### config.mk
export PLATFORM = sky130hd
export DESIGN_NAME = poke_select_ctrl_flat
export DESIGN_NICKNAME = d
export VERILOG_FILES = /design/src/rtl/poke_sel_pkg.sv /design/src/rtl/poke_select_ctrl_if.sv /design/src/rtl/blink_timer.sv /design/src/rtl/poke_select_ctrl.sv /design/src/flat_wrapper.sv
export SDC_FILE = /design/constraint.sdc
export NUM_CORES = 1
export LEC_CHECK = 0
export BUFFER_PORTS_ARGS = -buffer_cell sky130_fd_sc_hd__buf_4
export CORE_ASPECT_RATIO = 1.5
export CORE_MARGIN = 8
export CORE_UTILIZATION = 60
export DETAILED_ROUTE_END_ITERATION = 8
export GPL_TIMING_DRIVEN = 0
export PLACE_DENSITY = 0.87
export SYNTH_ARGS = -nofsm -noshare
export SYNTH_HDL_FRONTEND = slang
export SYNTH_SLANG_ARGS = --single-unit
### constraint.sdc
create_clock -name clk -period 4 [get_ports clk]
set_input_delay 0.6 -clock clk [delete_from_list [all_inputs] [get_ports clk]]
set_output_delay 0.6 -clock clk [all_outputs]
set_load 0.01 [all_outputs]
### src/rtl/poke_sel_pkg.sv
// Shared types and constants for the pokemon choose-scene selection controller.
package poke_sel_pkg;

    // Controller states; the encoding is fixed so scene logic can decode it.
    typedef enum logic [1:0] {
        ST_IDLE    = 2'd0,
        ST_BROWSE  = 2'd1,
        ST_CONFIRM = 2'd2
    } poke_state_e;

    localparam int unsigned POKE_GRID_COLS = 4;
    localparam int unsigned POKE_GRID_ROWS = 2;

    // Id value meaning "no tile": shown while idle and before any confirm.
    localparam logic [7:0] POKE_NONE = 8'd0;

    // Row-major tile id, 1-based so that 0 stays free for POKE_NONE.
    function automatic logic [7:0] tile_id(input logic [7:0] row,
                                           input logic [7:0] col,
                                           input int unsigned cols);
        return 8'(int'(row) * int'(cols) + int'(col) + 1);
    endfunction

endpackage

### src/rtl/poke_select_ctrl_if.sv
// Button/level inputs and id/blink outputs of the selection controller.
interface poke_select_ctrl_if;

    logic       scene_en;
    logic       btn_left;
    logic       btn_right;
    logic       btn_up;
    logic       btn_down;
    logic       btn_enter;
    logic       btn_back;
    logic [7:0] pokemon_id;
    logic       cursor_vis;
    logic [7:0] selected_id;
    logic       select_done;

    // Button source / scene side.
    modport master (
        output scene_en, btn_left, btn_right, btn_up, btn_down, btn_enter, btn_back,
        input  pokemon_id, cursor_vis, selected_id, select_done
    );

    // The controller itself.
    modport slave (
        input  scene_en, btn_left, btn_right, btn_up, btn_down, btn_enter, btn_back,
        output pokemon_id, cursor_vis, selected_id, select_done
    );

endinterface

### src/rtl/blink_timer.sv
// Free-running half-period counter for the cursor blink.
// wrap is high while the count sits at HALF-1; the parent toggles on it.
module blink_timer #(
    parameter int unsigned HALF = 25_000_000
) (
    input  logic clk,
    input  logic rst_n,
    input  logic en,
    input  logic clr,
    output logic wrap
);

    localparam int unsigned W = (HALF > 2) ? $clog2(HALF) : 1;
    localparam logic [W-1:0] LAST = W'(HALF - 1);

    logic [W-1:0] count_q;
    logic [W-1:0] count_d;

    assign wrap = (count_q == LAST);

    // Clear wins over counting; counting restarts from 0 after the last value.
    always_comb begin
        count_d = count_q;
        if (clr) begin
            count_d = '0;
        end else if (en) begin
            count_d = wrap ? '0 : count_q + 1'b1;
        end
    end

    // Counter register.
    // NOTE: sequential state uses <= so every flop samples pre-edge values.
    always_ff @(posedge clk or negedge rst_n) begin
        if (!rst_n) begin
            count_q <= '0;
        end else begin
            count_q <= count_d;
        end
    end

endmodule

### src/rtl/poke_select_ctrl.sv
// Cursor/selection controller for the pokemon choose scene.
// Converts one-cycle button pulses into a cursor over the tile grid, blinks the
// highlight frame while browsing and latches the confirmed tile id.
// Build option: define POKE_SEL_WRAP_EN to wrap the cursor at the grid edges;
// without it the cursor saturates and an edge push counts as no move.
module poke_select_ctrl
    import poke_sel_pkg::*;
#(
    parameter int unsigned GRID_COLS  = POKE_GRID_COLS,
    parameter int unsigned GRID_ROWS  = POKE_GRID_ROWS,
    parameter int unsigned BLINK_HALF = 25_000_000
) (
    input logic               clk,
    input logic               rst_n,
    poke_select_ctrl_if.slave bus
);

    localparam logic [7:0] LAST_COL = 8'(GRID_COLS - 1);
    localparam logic [7:0] LAST_ROW = 8'(GRID_ROWS - 1);

    poke_state_e state_q, state_d;
    logic [7:0]  row_q, row_d;
    logic [7:0]  col_q, col_d;
    logic [7:0]  pokemon_id_q, pokemon_id_d;
    logic [7:0]  selected_id_q, selected_id_d;
    logic        cursor_vis_q, cursor_vis_d;
    logic        select_done_q, select_done_d;

    logic        blink_en;
    logic        blink_clr;
    logic        blink_wrap;

    logic        h_left, h_right, v_up, v_down;
    logic [7:0]  row_mv, col_mv;
    logic        moved;

    blink_timer #(
        .HALF (BLINK_HALF)
    ) u_blink (
        .clk   (clk),
        .rst_n (rst_n),
        .en    (blink_en),
        .clr   (blink_clr),
        .wrap  (blink_wrap)
    );

    // Candidate cursor position; opposite buttons on one axis cancel out.
    always_comb begin
        h_left  = bus.btn_left  & ~bus.btn_right;
        h_right = bus.btn_right & ~bus.btn_left;
        v_up    = bus.btn_up    & ~bus.btn_down;
        v_down  = bus.btn_down  & ~bus.btn_up;
        col_mv  = col_q;
        row_mv  = row_q;
`ifdef POKE_SEL_WRAP_EN
        if (h_right) col_mv = (col_q == LAST_COL) ? 8'd0 : col_q + 8'd1;
        if (h_left)  col_mv = (col_q == 8'd0) ? LAST_COL : col_q - 8'd1;
        if (v_down)  row_mv = (row_q == LAST_ROW) ? 8'd0 : row_q + 8'd1;
        if (v_up)    row_mv = (row_q == 8'd0) ? LAST_ROW : row_q - 8'd1;
`else
        if (h_right && col_q != LAST_COL) col_mv = col_q + 8'd1;
        if (h_left  && col_q != 8'd0)     col_mv = col_q - 8'd1;
        if (v_down  && row_q != LAST_ROW) row_mv = row_q + 8'd1;
        if (v_up    && row_q != 8'd0)     row_mv = row_q - 8'd1;
`endif
        // A push that leaves the cursor in place is not a move.
        moved = (col_mv != col_q) || (row_mv != row_q);
    end

    // State register.
    always_ff @(posedge clk or negedge rst_n) begin
        if (!rst_n) begin
            state_q <= ST_IDLE;
        end else begin
            state_q <= state_d;
        end
    end

    // Next-state logic; dropping scene_en returns to IDLE from anywhere.
    // NOTE: every always_comb output gets a default first so no latch is inferred.
    always_comb begin
        state_d = state_q;
        if (!bus.scene_en) begin
            state_d = ST_IDLE;
        end else begin
            case (state_q)
                ST_IDLE:    state_d = ST_BROWSE;
                ST_BROWSE:  if (bus.btn_enter) state_d = ST_CONFIRM;
                ST_CONFIRM: if (bus.btn_back && !bus.btn_enter) state_d = ST_BROWSE;
                default:    state_d = ST_IDLE;
            endcase
        end
    end

    // Next values of cursor, blink and selection registers.
    always_comb begin
        row_d         = row_q;
        col_d         = col_q;
        selected_id_d = selected_id_q;
        select_done_d = 1'b0;
        cursor_vis_d  = cursor_vis_q;
        blink_en      = 1'b0;
        blink_clr     = 1'b1;
        if (!bus.scene_en) begin
            cursor_vis_d = 1'b0;
        end else begin
            case (state_q)
                ST_IDLE: begin
                    // Each entry into the scene starts on tile 1, frame visible.
                    row_d        = 8'd0;
                    col_d        = 8'd0;
                    cursor_vis_d = 1'b1;
                end
                ST_BROWSE: begin
                    if (bus.btn_enter) begin
                        selected_id_d = tile_id(row_q, col_q, GRID_COLS);
                        select_done_d = 1'b1;
                        cursor_vis_d  = 1'b1;
                    end else if (!bus.btn_back && moved) begin
                        row_d        = row_mv;
                        col_d        = col_mv;
                        cursor_vis_d = 1'b1;
                    end else begin
                        blink_en  = 1'b1;
                        blink_clr = 1'b0;
                        if (blink_wrap) cursor_vis_d = ~cursor_vis_q;
                    end
                end
                ST_CONFIRM: begin
                    cursor_vis_d = 1'b1;
                end
                default: begin
                    cursor_vis_d = 1'b0;
                end
            endcase
        end
        pokemon_id_d = (state_d == ST_IDLE) ? POKE_NONE : tile_id(row_d, col_d, GRID_COLS);
    end

    // Output and cursor registers.
    always_ff @(posedge clk or negedge rst_n) begin
        if (!rst_n) begin
            row_q         <= 8'd0;
            col_q         <= 8'd0;
            pokemon_id_q  <= POKE_NONE;
            selected_id_q <= POKE_NONE;
            cursor_vis_q  <= 1'b0;
            select_done_q <= 1'b0;
        end else begin
            row_q         <= row_d;
            col_q         <= col_d;
            pokemon_id_q  <= pokemon_id_d;
            selected_id_q <= selected_id_d;
            cursor_vis_q  <= cursor_vis_d;
            select_done_q <= select_done_d;
        end
    end

    assign bus.pokemon_id  = pokemon_id_q;
    assign bus.selected_id = selected_id_q;
    assign bus.cursor_vis  = cursor_vis_q;
    assign bus.select_done = select_done_q;

endmodule
### src/flat_wrapper.sv
// flat-port wrapper written by rule: the top's interface ports become plain ports
module poke_select_ctrl_flat import poke_sel_pkg::*;
#(
    parameter int unsigned GRID_COLS  = POKE_GRID_COLS,
    parameter int unsigned GRID_ROWS  = POKE_GRID_ROWS,
    parameter int unsigned BLINK_HALF = 25_000_000
)
  (clk, rst_n, bus_scene_en, bus_btn_left, bus_btn_right, bus_btn_up, bus_btn_down, bus_btn_enter, bus_btn_back, bus_pokemon_id, bus_cursor_vis, bus_selected_id, bus_select_done);
  poke_select_ctrl_if bus_i ();
  input logic clk;
  input logic rst_n;
  input wire logic [$bits(bus_i.scene_en)-1:0] bus_scene_en;
  input wire logic [$bits(bus_i.btn_left)-1:0] bus_btn_left;
  input wire logic [$bits(bus_i.btn_right)-1:0] bus_btn_right;
  input wire logic [$bits(bus_i.btn_up)-1:0] bus_btn_up;
  input wire logic [$bits(bus_i.btn_down)-1:0] bus_btn_down;
  input wire logic [$bits(bus_i.btn_enter)-1:0] bus_btn_enter;
  input wire logic [$bits(bus_i.btn_back)-1:0] bus_btn_back;
  output wire logic [$bits(bus_i.pokemon_id)-1:0] bus_pokemon_id;
  output wire logic [$bits(bus_i.cursor_vis)-1:0] bus_cursor_vis;
  output wire logic [$bits(bus_i.selected_id)-1:0] bus_selected_id;
  output wire logic [$bits(bus_i.select_done)-1:0] bus_select_done;
  assign bus_i.scene_en = bus_scene_en;
  assign bus_i.btn_left = bus_btn_left;
  assign bus_i.btn_right = bus_btn_right;
  assign bus_i.btn_up = bus_btn_up;
  assign bus_i.btn_down = bus_btn_down;
  assign bus_i.btn_enter = bus_btn_enter;
  assign bus_i.btn_back = bus_btn_back;
  assign bus_pokemon_id = bus_i.pokemon_id;
  assign bus_cursor_vis = bus_i.cursor_vis;
  assign bus_selected_id = bus_i.selected_id;
  assign bus_select_done = bus_i.select_done;
  poke_select_ctrl #(.GRID_COLS(GRID_COLS), .GRID_ROWS(GRID_ROWS), .BLINK_HALF(BLINK_HALF)) u_core (.clk(clk), .rst_n(rst_n), .bus(bus_i));
endmodule
==> impl_results.rst <==
.. list-table::
   :header-rows: 1

   * - Metric
     - Value
   * - GRT Total Usage
     - 20.1%
   * - Total gr overflow
     - 0
   * - Critical path type
     - reg2reg
   * - Worst slew margin relative to its limit
     - 49.4%
   * - Clock latency reported for the late side of the worst-skew pair
     - 0.35 ns
   * - Number of different library cells in the post-synthesis netlist
     - 54
   * - Proportion of layout cells with a drive suffix above 1
     - roughly 16%
   * - Effective utilization at floorplan
     - between 60% and 70%
   * - Synthesized instance count
     - 391
   * - Final critical-path share of the clock period
     - 95.1%
   * - Commonest cells after routing, fill and taps aside
     - dfrtp_1 (59), nor2_1 (56), nand2_1 (37), buf_4 (29), xnor2_1 (22)
   * - Critical path startpoint category
     - register
   * - Number of nets with antenna violations after routing
     - 0
   * - Layout-stage area growth over the synthesis result
     - 15.0%
   * - Number of endpoints with negative hold slack in the final report
     - 0
   * - DRT Wirelength
     - 8670 um
   * - Pre-CTS setup slack
     - 0.146 ns
   * - Vertical die dimension
     - 111 um
   * - Synth Cell Area
     - 3630 um^2
   * - Drc violations
     - 0
   * - Slew Limit Fails
     - 0
   * - Wire length of the first global-routing pass
     - 14200 um
   * - Vias in the first global route
     - 3162
   * - Wire length per cell after detailed routing
     - 17.1 um
   * - Max H-tree Level
     - 3
   * - Total inserted antenna cells
     - 0
   * - Total power draw
     - 1.65 mW
   * - Cell types occupying the most area after synthesis
     - dfrtp_1 (42%), ha_1 (6.6%), nor2_1 (5.8%), xnor2_1 (5.3%), xor2_1 (4.3%)
   * - Initial drt markers
     - 140
   * - Vias after detailed routing
     - 3066
   * - Reg area
     - around 1500 um^2
   * - Die Footprint
     - 8840 um^2
   * - Type of element capturing the critical path
     - register
   * - Filler Cell Count
     - 412
   * - Final setup viols
     - 0
   * - Crit path time final
     - roughly 3.8 ns
   * - Result of the run
     - finished clean
   * - Crit path setup slack, layout
     - slightly below 0.2 ns
   * - Total clock buffers created by CTS
     - 9
   * - Clock root buffer master
     - clkbuf_8
   * - EDFF count, synth
     - 0
   * - IO buf count
     - 26
   * - Critical path data arrival time
     - 4.07 ns
   * - Setup TNS Final
     - 0 ns
   * - CP Max Fanout
     - 6
   * - Met2 usage
     - 35.2%
   * - Last weighted congestion value of the routability-driven placer
     - 0.904
   * - Peak ir drop on the vdd network
     - roughly 0.32 mV
   * - Path class of the lowest-slack min-delay path
     - in2async
   * - Asr flop ratio synth
     - 100%
   * - Number of iterations in the first detailed-routing pass
     - 4
   * - Least-Margin Pin Slew
     - 0.760 ns
   * - CTS tree
     - done
   * - Number of max-capacitance violations reported
     - 0
   * - Worst hold slack after final layout
     - 0.315 ns
   * - Endpoint required time on the critical path
     - 4.27 ns
   * - Via-per-instance ratio
     - 6.04
   * - GR Util met1
     - 19.7%
   * - Number of synthesized register bits
     - 61
   * - Die width
     - slightly below 80 um
   * - Net count after synthesis
     - 419
   * - Leakage power of the design
     - roughly 1.9 nW
   * - Detailed placement HPWL
     - 6250 um
   * - Pin count of the biggest net entering global routing
     - a little over 60
   * - Met3 capacity usage during global routing
     - 3.57%
   * - Antenna violations before repair
     - 0
   * - Area share of the largest cell type after synthesis
     - 42.1%
   * - TritonCTS Sinks
     - between 60 and 70
   * - Net count, final
     - 459
   * - Row count
     - 34
   * - Max Fclk
     - 263 MHz
   * - Number of primary I/O pins
     - 27
   * - Number of cells traversed by the worst register-to-register path
     - 14
   * - Top_reg_cell synth
     - dfrtp_1
   * - Busiest layer in global routing
     - met2
   * - Share of synthesized area occupied by flip-flops and latches
     - 42.1%
   * - Final setup skew
     - 0.0108 ns
   * - Leading area contributor after synthesis
     - dfrtp_1
   * - Number of warnings issued by yosys
     - 0
   * - Clk slew on worst S/H paths
     - 0.08 ns
   * - Core outline area
     - ~6000 um^2
   * - Most common library cell in the layout ignoring fill and taps
     - dfrtp_1
   * - PwrDens
     - around 400 nW/um^2
   * - Mapped Avg Cell Area
     - 9.28 um^2
   * - Maximum clock insertion buffer count
     - 2
   * - Multi-input gate area in the final layout
     - 2050 um^2
==> critical path: stages (launching register included) <==
cell      delay, ns
dfrtp_2        0.43
inv_1          0.11
ha_1           0.17
or3b_2         0.51
o21ai_2        0.30
nand4_1        0.19
o22a_1         0.25
or3_1          0.30
a21oi_1        0.33
ha_1           0.33
o21a_1         0.12
o21a_1         0.16
o32ai_1        0.23
o211ai_1       0.15
a21oi_1        0.16
==> registers in the layout, summed over array words and instances, names as in the netlist <==
name                    flops
u_core.bus.pokemon_id       8
u_core.col_q                8
u_core.u_blink.count_q     25
u_core.state_q              2
u_core.bus.cursor_vis       1
u_core.bus.selected_id      8
u_core.bus.select_done      1
u_core.row_q                8
==> power by group <==
part           total, mW  internal [mW]  leakage, nW  switching (mW)
clock              0.555          0.290        0.104           0.264
sequential         0.699          0.661        0.833          0.0381
combinational      0.397          0.167        0.962           0.230
total               1.65           1.12         1.90           0.532
==> worst paths after layout <==
kind / start / end / slack [ns]
min in group clk: u_core.bus.selected_id[0]$_DFFE_PN0P_ / u_core.bus.selected_id[0]$_DFFE_PN0P_ / 0.49
worst max-delay path: u_core.col_q[0]$_DFF_PN0_ / u_core.bus.pokemon_id[7]$_DFF_PN0_ / 0.20
max in group asynchronous: rst_n / u_core.col_q[1]$_DFF_PN0_ / 3.13
worst min-delay path: rst_n / u_core.u_blink.count_q[7]$_DFFE_PN0P_ / 0.32
worst min register to register: u_core.bus.selected_id[0]$_DFFE_PN0P_ / u_core.bus.selected_id[0]$_DFFE_PN0P_ / 0.49
worst max register to register: u_core.col_q[0]$_DFF_PN0_ / u_core.bus.pokemon_id[7]$_DFF_PN0_ / 0.20
==> layer usage <==
metal	share of wire, %	routed length [um]
met5	0	0
met2	53	4590
met3	4.0	344
met4	5.4	469
met1	38	3270
==> cell families after synthesis <==
logic type	synth area share, %
simple gates	22.4
compound gates	14.3
flops	42.1
xor+xnor	10.3
fa+ha+maj	6.55
buf+inv	2.38
mux	2.00
==> what timing repair did <==
item / in CTS / in global routing
setup endpoints to repair: 0 / 2
gates resized for setup: 0 / 8
endpoints found under the hold margin: 0 / 0
hold buffers: 0 / 0
buffers inserted: 0 / 3
==> layout make-up <==
cell class | instances | share of cell area [%]
clock buffers | 9 | 2.97
flip-flops and latches | 61 | 36.6
inverters | 9 | 0.810
repair buffers | 29 | 5.22
well taps | 72 | 2.16
multi-input cells | 313 | 49.1
clock inverters | 7 | 1.80
plain buffers | 8 | 1.26
==> cells in the mapped netlist (2+ instances only) <==
| library cell | n |
|---|---|
| a211oi_1 | 2 |
| and2_1 | 2 |
| a21oi_1 | 18 |
| nor2_1 | 56 |
| nand2b_1 | 6 |
| nand3_1 | 20 |
| buf_6 | 3 |
| xnor2_1 | 22 |
| o21a_1 | 4 |
| clkbuf_1 | 5 |
| nor3b_1 | 3 |
| mux2i_1 | 5 |
| a31oi_1 | 3 |
| or4_1 | 2 |
| nand4_1 | 5 |
| dfrtp_1 | 61 |
| a21o_1 | 7 |
| o21ai_1 | 5 |
| or2_2 | 2 |
| nor2b_1 | 5 |
| ha_1 | 19 |
| or3_1 | 7 |
| o32ai_1 | 3 |
| nor4_1 | 5 |
| xor2_1 | 18 |
| o22ai_1 | 4 |
| o211ai_1 | 2 |
| a21oi_2 | 2 |
| o21ai_0 | 14 |
| nand2_1 | 37 |
| and3_1 | 7 |
| inv_1 | 9 |
| a211o_1 | 3 |
| nor3_1 | 5 |
==> metrics by stage <==
step	instance area [um^2]	utilization [%]	cells
floorplan	3630	-	391
global placement	3910	67.2	489
detailed placement	3910	67.2	489
CTS	4110	70.6	505
global route	4170	71.6	508
finish	4170	71.6	508
Note: power is estimated with default switching activity, not from simulation.
